==> config.mk <==
export PLATFORM = sky130hd
export DESIGN_NAME = fp16_mul_issue_buf
export DESIGN_NICKNAME = d
export VERILOG_FILES = /design/src/rtl/fp16_pkg.sv /design/src/rtl/fp16_mul_issue_buf.sv
export SDC_FILE = /design/constraint.sdc
export NUM_CORES = 1
export LEC_CHECK = 0
export BUFFER_PORTS_ARGS = -buffer_cell sky130_fd_sc_hd__buf_2
export CAP_MARGIN = 40
export CORE_UTILIZATION = 51
export DETAILED_ROUTE_END_ITERATION = 6
export GPL_TIMING_DRIVEN = 0
export HOLD_SLACK_MARGIN = 0.08
export MAX_ROUTING_LAYER = met4
export PLACE_DENSITY_LB_ADDON = 0.12
export SETUP_SLACK_MARGIN = 0.15
export SLEW_MARGIN = 20
export SYNTH_ARGS = -nofsm -noshare
export SYNTH_HDL_FRONTEND = slang
export SYNTH_SLANG_ARGS = --single-unit
==> constraint.sdc <==
create_clock -name clk -period 3.2 [get_ports clk]
set_input_delay 0.64 -clock clk [delete_from_list [all_inputs] [get_ports clk]]
set_output_delay 0.64 -clock clk [all_outputs]
set_load 0.02 [all_outputs]
==> src/rtl/fp16_pkg.sv <==
// Shared FP16 definitions: field widths, the FP16 word type and a NaN classifier.
package fp16_pkg;

  localparam int unsigned FP16_EXP_W = 5;
  localparam int unsigned FP16_MAN_W = 10;

  typedef logic [FP16_EXP_W+FP16_MAN_W:0] fp16_t;

  // NaN: exponent all ones and a non-zero mantissa (all-ones exponent with zero mantissa is Inf).
  function automatic logic fp16_is_nan(fp16_t v);
    return (&v[FP16_MAN_W +: FP16_EXP_W]) && (|v[FP16_MAN_W-1:0]);
  endfunction

endpackage

==> src/rtl/fp16_mul_issue_buf.sv <==
// Issue controller and in-order result buffer around the FP16 multiplier.
// Each issue reserves a slot up front, so the multiplier's unstoppable result
// pulses always have somewhere to land.
module fp16_mul_issue_buf
  import fp16_pkg::*;
#(
  parameter int unsigned DEPTH = 8,
  parameter int unsigned CNT_W = $clog2(DEPTH) + 1
) (
  input  logic             clk,
  input  logic             rstn,
  input  logic             in_valid,
  output logic             in_ready,
  input  logic [15:0]      in_a,
  input  logic [15:0]      in_b,
  input  logic             in_last,
  output logic             mul_valid,
  output logic [15:0]      mul_a,
  output logic [15:0]      mul_b,
  input  logic [15:0]      mul_y,
  input  logic             mul_ready,
  output logic             out_valid,
  input  logic             out_ready,
  output logic [15:0]      out_data,
  output logic             out_last,
  output logic             out_nan,
  output logic [CNT_W-1:0] credits,
  output logic             err_spurious
);

  localparam int unsigned IDX_W = $clog2(DEPTH);

  logic [CNT_W-1:0] wr_iss_q, wr_iss_d;
  logic [CNT_W-1:0] wr_res_q, wr_res_d;
  logic [CNT_W-1:0] rd_q, rd_d;
  logic             mul_valid_q, mul_valid_d;
  logic [15:0]      mul_a_q, mul_a_d;
  logic [15:0]      mul_b_q, mul_b_d;
  logic             err_q, err_d;

  fp16_t            slot_data_q [DEPTH];
  fp16_t            slot_data_d [DEPTH];
  logic [DEPTH-1:0] slot_last_q, slot_last_d;

  logic [CNT_W-1:0] used;
  logic             fire, capture, spurious, pop, outstanding;

  // Handshake decode; credits come from registered pointers only, so a pop frees
  // its slot for issue one cycle later.
  always_comb begin
    used        = wr_iss_q - rd_q;
    credits     = CNT_W'(DEPTH) - used;
    in_ready    = (credits != '0);
    outstanding = (wr_res_q != wr_iss_q);
    out_valid   = (rd_q != wr_res_q);
    fire        = in_valid & in_ready;
    capture     = mul_ready & outstanding;
    spurious    = mul_ready & ~outstanding;
    pop         = out_valid & out_ready;
    out_data    = slot_data_q[rd_q[IDX_W-1:0]];
    out_last    = slot_last_q[rd_q[IDX_W-1:0]];
    out_nan     = fp16_is_nan(out_data);
  end

  // Next-state for pointers, the issue register and the sticky error flag.
  always_comb begin
    wr_iss_d    = wr_iss_q;
    wr_res_d    = wr_res_q;
    rd_d        = rd_q;
    mul_valid_d = fire;
    mul_a_d     = mul_a_q;
    mul_b_d     = mul_b_q;
    err_d       = err_q | spurious;
    if (fire) begin
      wr_iss_d = wr_iss_q + CNT_W'(1);
      mul_a_d  = in_a;
      mul_b_d  = in_b;
    end
    if (capture) begin
      wr_res_d = wr_res_q + CNT_W'(1);
    end
    if (pop) begin
      rd_d = rd_q + CNT_W'(1);
    end
  end

  // Next-state for the slot array: sideband written at issue, data at result arrival.
  always_comb begin
    slot_data_d = slot_data_q;
    slot_last_d = slot_last_q;
    if (fire) begin
      slot_last_d[wr_iss_q[IDX_W-1:0]] = in_last;
    end
    if (capture) begin
      slot_data_d[wr_res_q[IDX_W-1:0]] = mul_y;
    end
  end

  // Control state with synchronous active-low reset.
  always_ff @(posedge clk) begin
    if (!rstn) begin
      wr_iss_q    <= '0;
      wr_res_q    <= '0;
      rd_q        <= '0;
      mul_valid_q <= 1'b0;
      mul_a_q     <= '0;
      mul_b_q     <= '0;
      err_q       <= 1'b0;
    end else begin
      wr_iss_q    <= wr_iss_d;
      wr_res_q    <= wr_res_d;
      rd_q        <= rd_d;
      mul_valid_q <= mul_valid_d;
      mul_a_q     <= mul_a_d;
      mul_b_q     <= mul_b_d;
      err_q       <= err_d;
    end
  end

  // Slot storage is never read before it is written, so it carries no reset.
  always_ff @(posedge clk) begin
    slot_data_q <= slot_data_d;
    slot_last_q <= slot_last_d;
  end

  assign mul_valid    = mul_valid_q;
  assign mul_a        = mul_a_q;
  assign mul_b        = mul_b_q;
  assign err_spurious = err_q;

endmodule

==> parameters.txt <==
Parameter                              Value

Run status
  Status ... finished with violations
  Violated checks ... negative setup slack

STA
  Final worst setup slack ... -0.0672 ns
  Setup violators final ... 2
  Maximum clock skew at final layout ... 0.00838 ns
  Setup repair after global routing missed its margin ... yes
  Setup Total Neg Slack ... -0.132 ns
  Total count of max-transition violations in the final report ... 0
  Max-slew headroom ... 57.3%
  Worst Tran Pin Value ... 0.639 ns
  Part of the cycle the worst path needs ... 102%
  Fmax ... 306 MHz
  Final Hold Fails ... 0
  Period minus WS final ... 3.27 ns

Pwr
  Fraction of power consumed by sequential logic ... 41.1%
  Total power per unit cell area ... 776 mW/mm^2
  Combinational cell fraction of total power ... 31.2%
  Leakage power total ... 0.00341 uW
  Portion of total power attributed to the clock network ... 27.7%
  Internal power contribution ... 4850 uW
  Switching power summed over all nets ... 2180 uW
  Switching power as a share of total power ... 31.0%
  Worst VDD drop ... 0.483 mV

Layout
  Synth-to-layout area growth ... 24.3%
  Filler cell count ... 1036
  Final cell utilization of the core ... 65.0%
  Final Instance Count excl. Fillers ... 769
  Layout net count ... 638
  Area of the multi-input gates ... 0.00222 sq mm
  Layout cells sized above 1 ... 40.1%
  Register cell area after layout ... 0.00501 sq mm
  Antenna fix cells ... 0

Global route
  Wire length of the first global-routing pass ... 22600 microns
  Number of antenna violations at the first check in global routing ... 0
  Largest net degree at the start of global routing ... 17
  Overflow left after global routing ... 0
  GRT Total Usage ... 22.0%
  Via count of the first global-routing pass ... 4171

Route
  Number of DRC violations after detailed routing ... 0
  Detailed-route via count ... 4086
  Routed wirelength normalized by instance count ... 19.1 microns
  Post-DR vias/cell ... 5.31
  Antenna Violating Nets Remaining ... 0
  First-pass iteration count of the detailed router ... 4
  Final Routed Wirelength ... 14700 microns
  First DRT Iteration DRCs ... 292

Synthesis
  Share of synthesized area occupied by flip-flops and latches ... 68.7%
  Gate count after technology mapping ... 427
  Post-Synthesis Net Count ... 489
  Number of storage elements in the synthesis netlist ... 182
  Most used flip-flop cell after synthesis ... sky130_fd_sc_hd__edfxtp_1
  Mean area per synthesized cell ... 17.1 sq um
  Number of synthesis warnings ... 0
  Post-synthesis async set-or-reset flop share ... 0%
  Post-Syn Area ... 0.00729 sq mm
  EDFF count, synth ... 136
  Synth cell types ... 41

Setup path
  Critical path launch point type ... register
  Number of buffer and inverter instances along the worst setup path ... 6
  Critical path depth in cells ... 11
  Crit Reg-Reg Endpoint ... mul_b[3]
  Critical setup path kind ... register to output port
  Critical-path maximum fanout ... 2
  Endpoint kind of the worst setup timing path ... output port
  Critical path launch point ... rd_q[0]
  R2R setup slack ... 0.27 ns
  Delay of the slowest cell on the worst path ... 0.43 ns
  Worst endpoint data arrival time ... 2.63 ns
  Crit path cell chain ... buf_6 -> buf_12 -> buf_12 -> clkinv_8 -> ha_4 -> inv_2 -> ha_4 -> fa_2 -> or3_4 -> or2_4 -> buf_6
  Max stage delay cell, worst path ... sky130_fd_sc_hd__fa_2
  Worst reg-to-reg path cell count ... 15
  Required @ worst endpoint ... 2.56 ns
  Critical Path Sink ... in_ready
  Origin of the critical flop-to-flop path ... rd_q[0]
  Largest delay contributor family on the critical path ... adder cells

Clocking
  Clk Latency, worst-skew pair ... 0.42 ns
  Clk sinks ... 182
  Number of buffers between clock root and the deepest sink ... 2
  CTS H-tree lvls ... 4
  Clock tree from TritonCTS ... built
  Clock input transition at the sequential cells of the worst setup and hold paths ... 0.06 ns
  Hold-fix buffer count after cts ... 0
  Root buffer cell ... sky130_fd_sc_hd__clkbuf_16
  TritonCTS Buffers ... 17

Placed design
  Global placer's final weighted congestion ... 0.743
  Count of buffers inserted at the top-level ports ... 111
  HPWL after detailed placement ... 10000 microns
  Count of placed standard cells including taps ... 727

Floorplanning
  Starting Density ... 52.3%
  # rows ... 43
  Core footprint ... 0.0139 sq mm
  Die boundary height ... 122 microns
  Die Outline Area ... 0.0148 sq mm
  Floorplan die width ... 122 microns
  IO Pins ... 112

Run
  Reported max-cap violation count ... 0

Worst hold path
  Worst min-delay path category ... primary input to register
==> worst min-delay path, delay by kind of cell <==
| family | cells | cell delay, ns |
|---|---|---|
| buffers and inverters | 1 | 0.07 |
| muxes | 1 | 0.05 |
| and+or+nand+nor | 1 | 0.07 |
==> cell usage after synthesis, types with 4 or more instances <==
master                     number  area (sq um)
sky130_fd_sc_hd__clkbuf_1      11          41.3
sky130_fd_sc_hd__inv_1          7          26.3
sky130_fd_sc_hd__mux2_2         9           101
sky130_fd_sc_hd__nor2_1        50           188
sky130_fd_sc_hd__xnor2_1       11          96.3
sky130_fd_sc_hd__ha_1           7          87.6
sky130_fd_sc_hd__buf_2          5          25.0
sky130_fd_sc_hd__edfxtp_1     136          4080
sky130_fd_sc_hd__mux2i_1       34           340
sky130_fd_sc_hd__nor3_1         5          25.0
sky130_fd_sc_hd__xor2_1         6          52.6
sky130_fd_sc_hd__mux4_2        21           473
sky130_fd_sc_hd__dfxtp_1       46           921
sky130_fd_sc_hd__mux2_4         4          60.1
sky130_fd_sc_hd__mux4_1        13           342
sky130_fd_sc_hd__nand2_1       21          78.8
==> cell type report <==
class                   instances  area share (%)
plain buffers                  24            2.57
clock buffers                  18            4.74
clock inverters                14            1.42
inverters                       8           0.470
multi-input cells             213            24.5
flip-flops and latches        182            55.3
well taps                     180            2.49
repair buffers                130            8.54
==> cell families after synthesis <==
kind of cell / synth area share [%]
DFF: 68.7
and+or+nand+nor: 5.91
buffers and inverters: 2.73
AOI/OAI and AO/OA: 0.859
muxes: 18.1
xor gates and xnor gates: 2.27
adders and majority gates: 1.48
==> what timing repair did <==
item / CTS / global route
pin swaps: 5 / 5
cloned: 0 / 1
endpoints found under the setup margin: 54 / 39
endpoints found under the hold margin: 0 / 0
buffers inserted: 7 / 2
gates resized for setup: 32 / 13
==> worst min-delay path by stage <==
| stage | slack [ns] | startpoint | end | cells after the start |
|---|---|---|---|---|
| CTS | 0.43 | in_b[7] | mul_b[7] | 3 |
| finish | 0.44 | in_b[7] | mul_b[7] | 3 |
| floorplan | 0.50 | wr_iss_q[3] | wr_iss_q[3] | 2 |
| detailed placement | 0.45 | err_spurious | err_spurious | 1 |
| global route | 0.44 | in_a[13] | mul_a[13] | 3 |
| global placement | 0.44 | err_spurious | err_spurious | 1 |
==> per-stage QoR <==
| stage | cell area [sq um] | worst slack, ns | hold WS (ns) | total power, uW |
|---|---|---|---|---|
| floorplan | 7300 | 0.171 | 0.496 | 4250 |
| global placement | 8080 | -1.10 | 0.445 | 4760 |
| detailed placement | 8220 | -0.306 | 0.453 | 4870 |
| CTS | 8970 | -0.129 | 0.431 | 7020 |
| global route | 9060 | -0.134 | 0.442 | 7340 |
| finish | 9060 | -0.0672 | 0.443 | 7030 |
==> cell usage in the layout (no fill, tap or decap), drive strengths merged <==
master    instances
a21oi             3
a31oi             1
a41oi             1
and3              2
buf             137
bufinv            1
clkbuf           35
clkinv            7
clkinvlp          4
dfxtp            46
edfxtp          136
fa                1
ha                7
inv              10
mux2             13
mux2i            34
mux4             34
nand2            21
nand2b            3
nand3             3
nand4             3
nor2             50
nor3              5
nor3b             1
nor4              4
nor4b             1
o211ai            2
o21a              1
o21ai             2
or2               1
or3               2
xnor2            12
xor2              6
==> power by group through the flow <==
stage               combinational, uW  clock (uW)  sequential (uW)
floorplan                        1220           0             3020
global placement                 1830           0             2930
detailed placement               1940           0             2930
CTS                              2140        1980             2890
global route                     2350        2080             2910
finish                           2200        1950             2890
==> flip-flops by register name, indices dropped and copies added (netlist names), 4 cells and up <==
name,flops
slot_data_q,128
mul_b,16
rd_q,4
mul_a,16
slot_last_q,8
wr_iss_q,4
wr_res_q,4
==> metal layers <==
layer	vias to the layer above	track usage, %	share of wire (%)
met2	103	34.9	50
met4	0	6.94	1.4
met1	2035	28.3	43
li1	1933	-	-
met3	15	4.84	5.4
met5	-	-	0
Power figures use the tool's default switching activity.
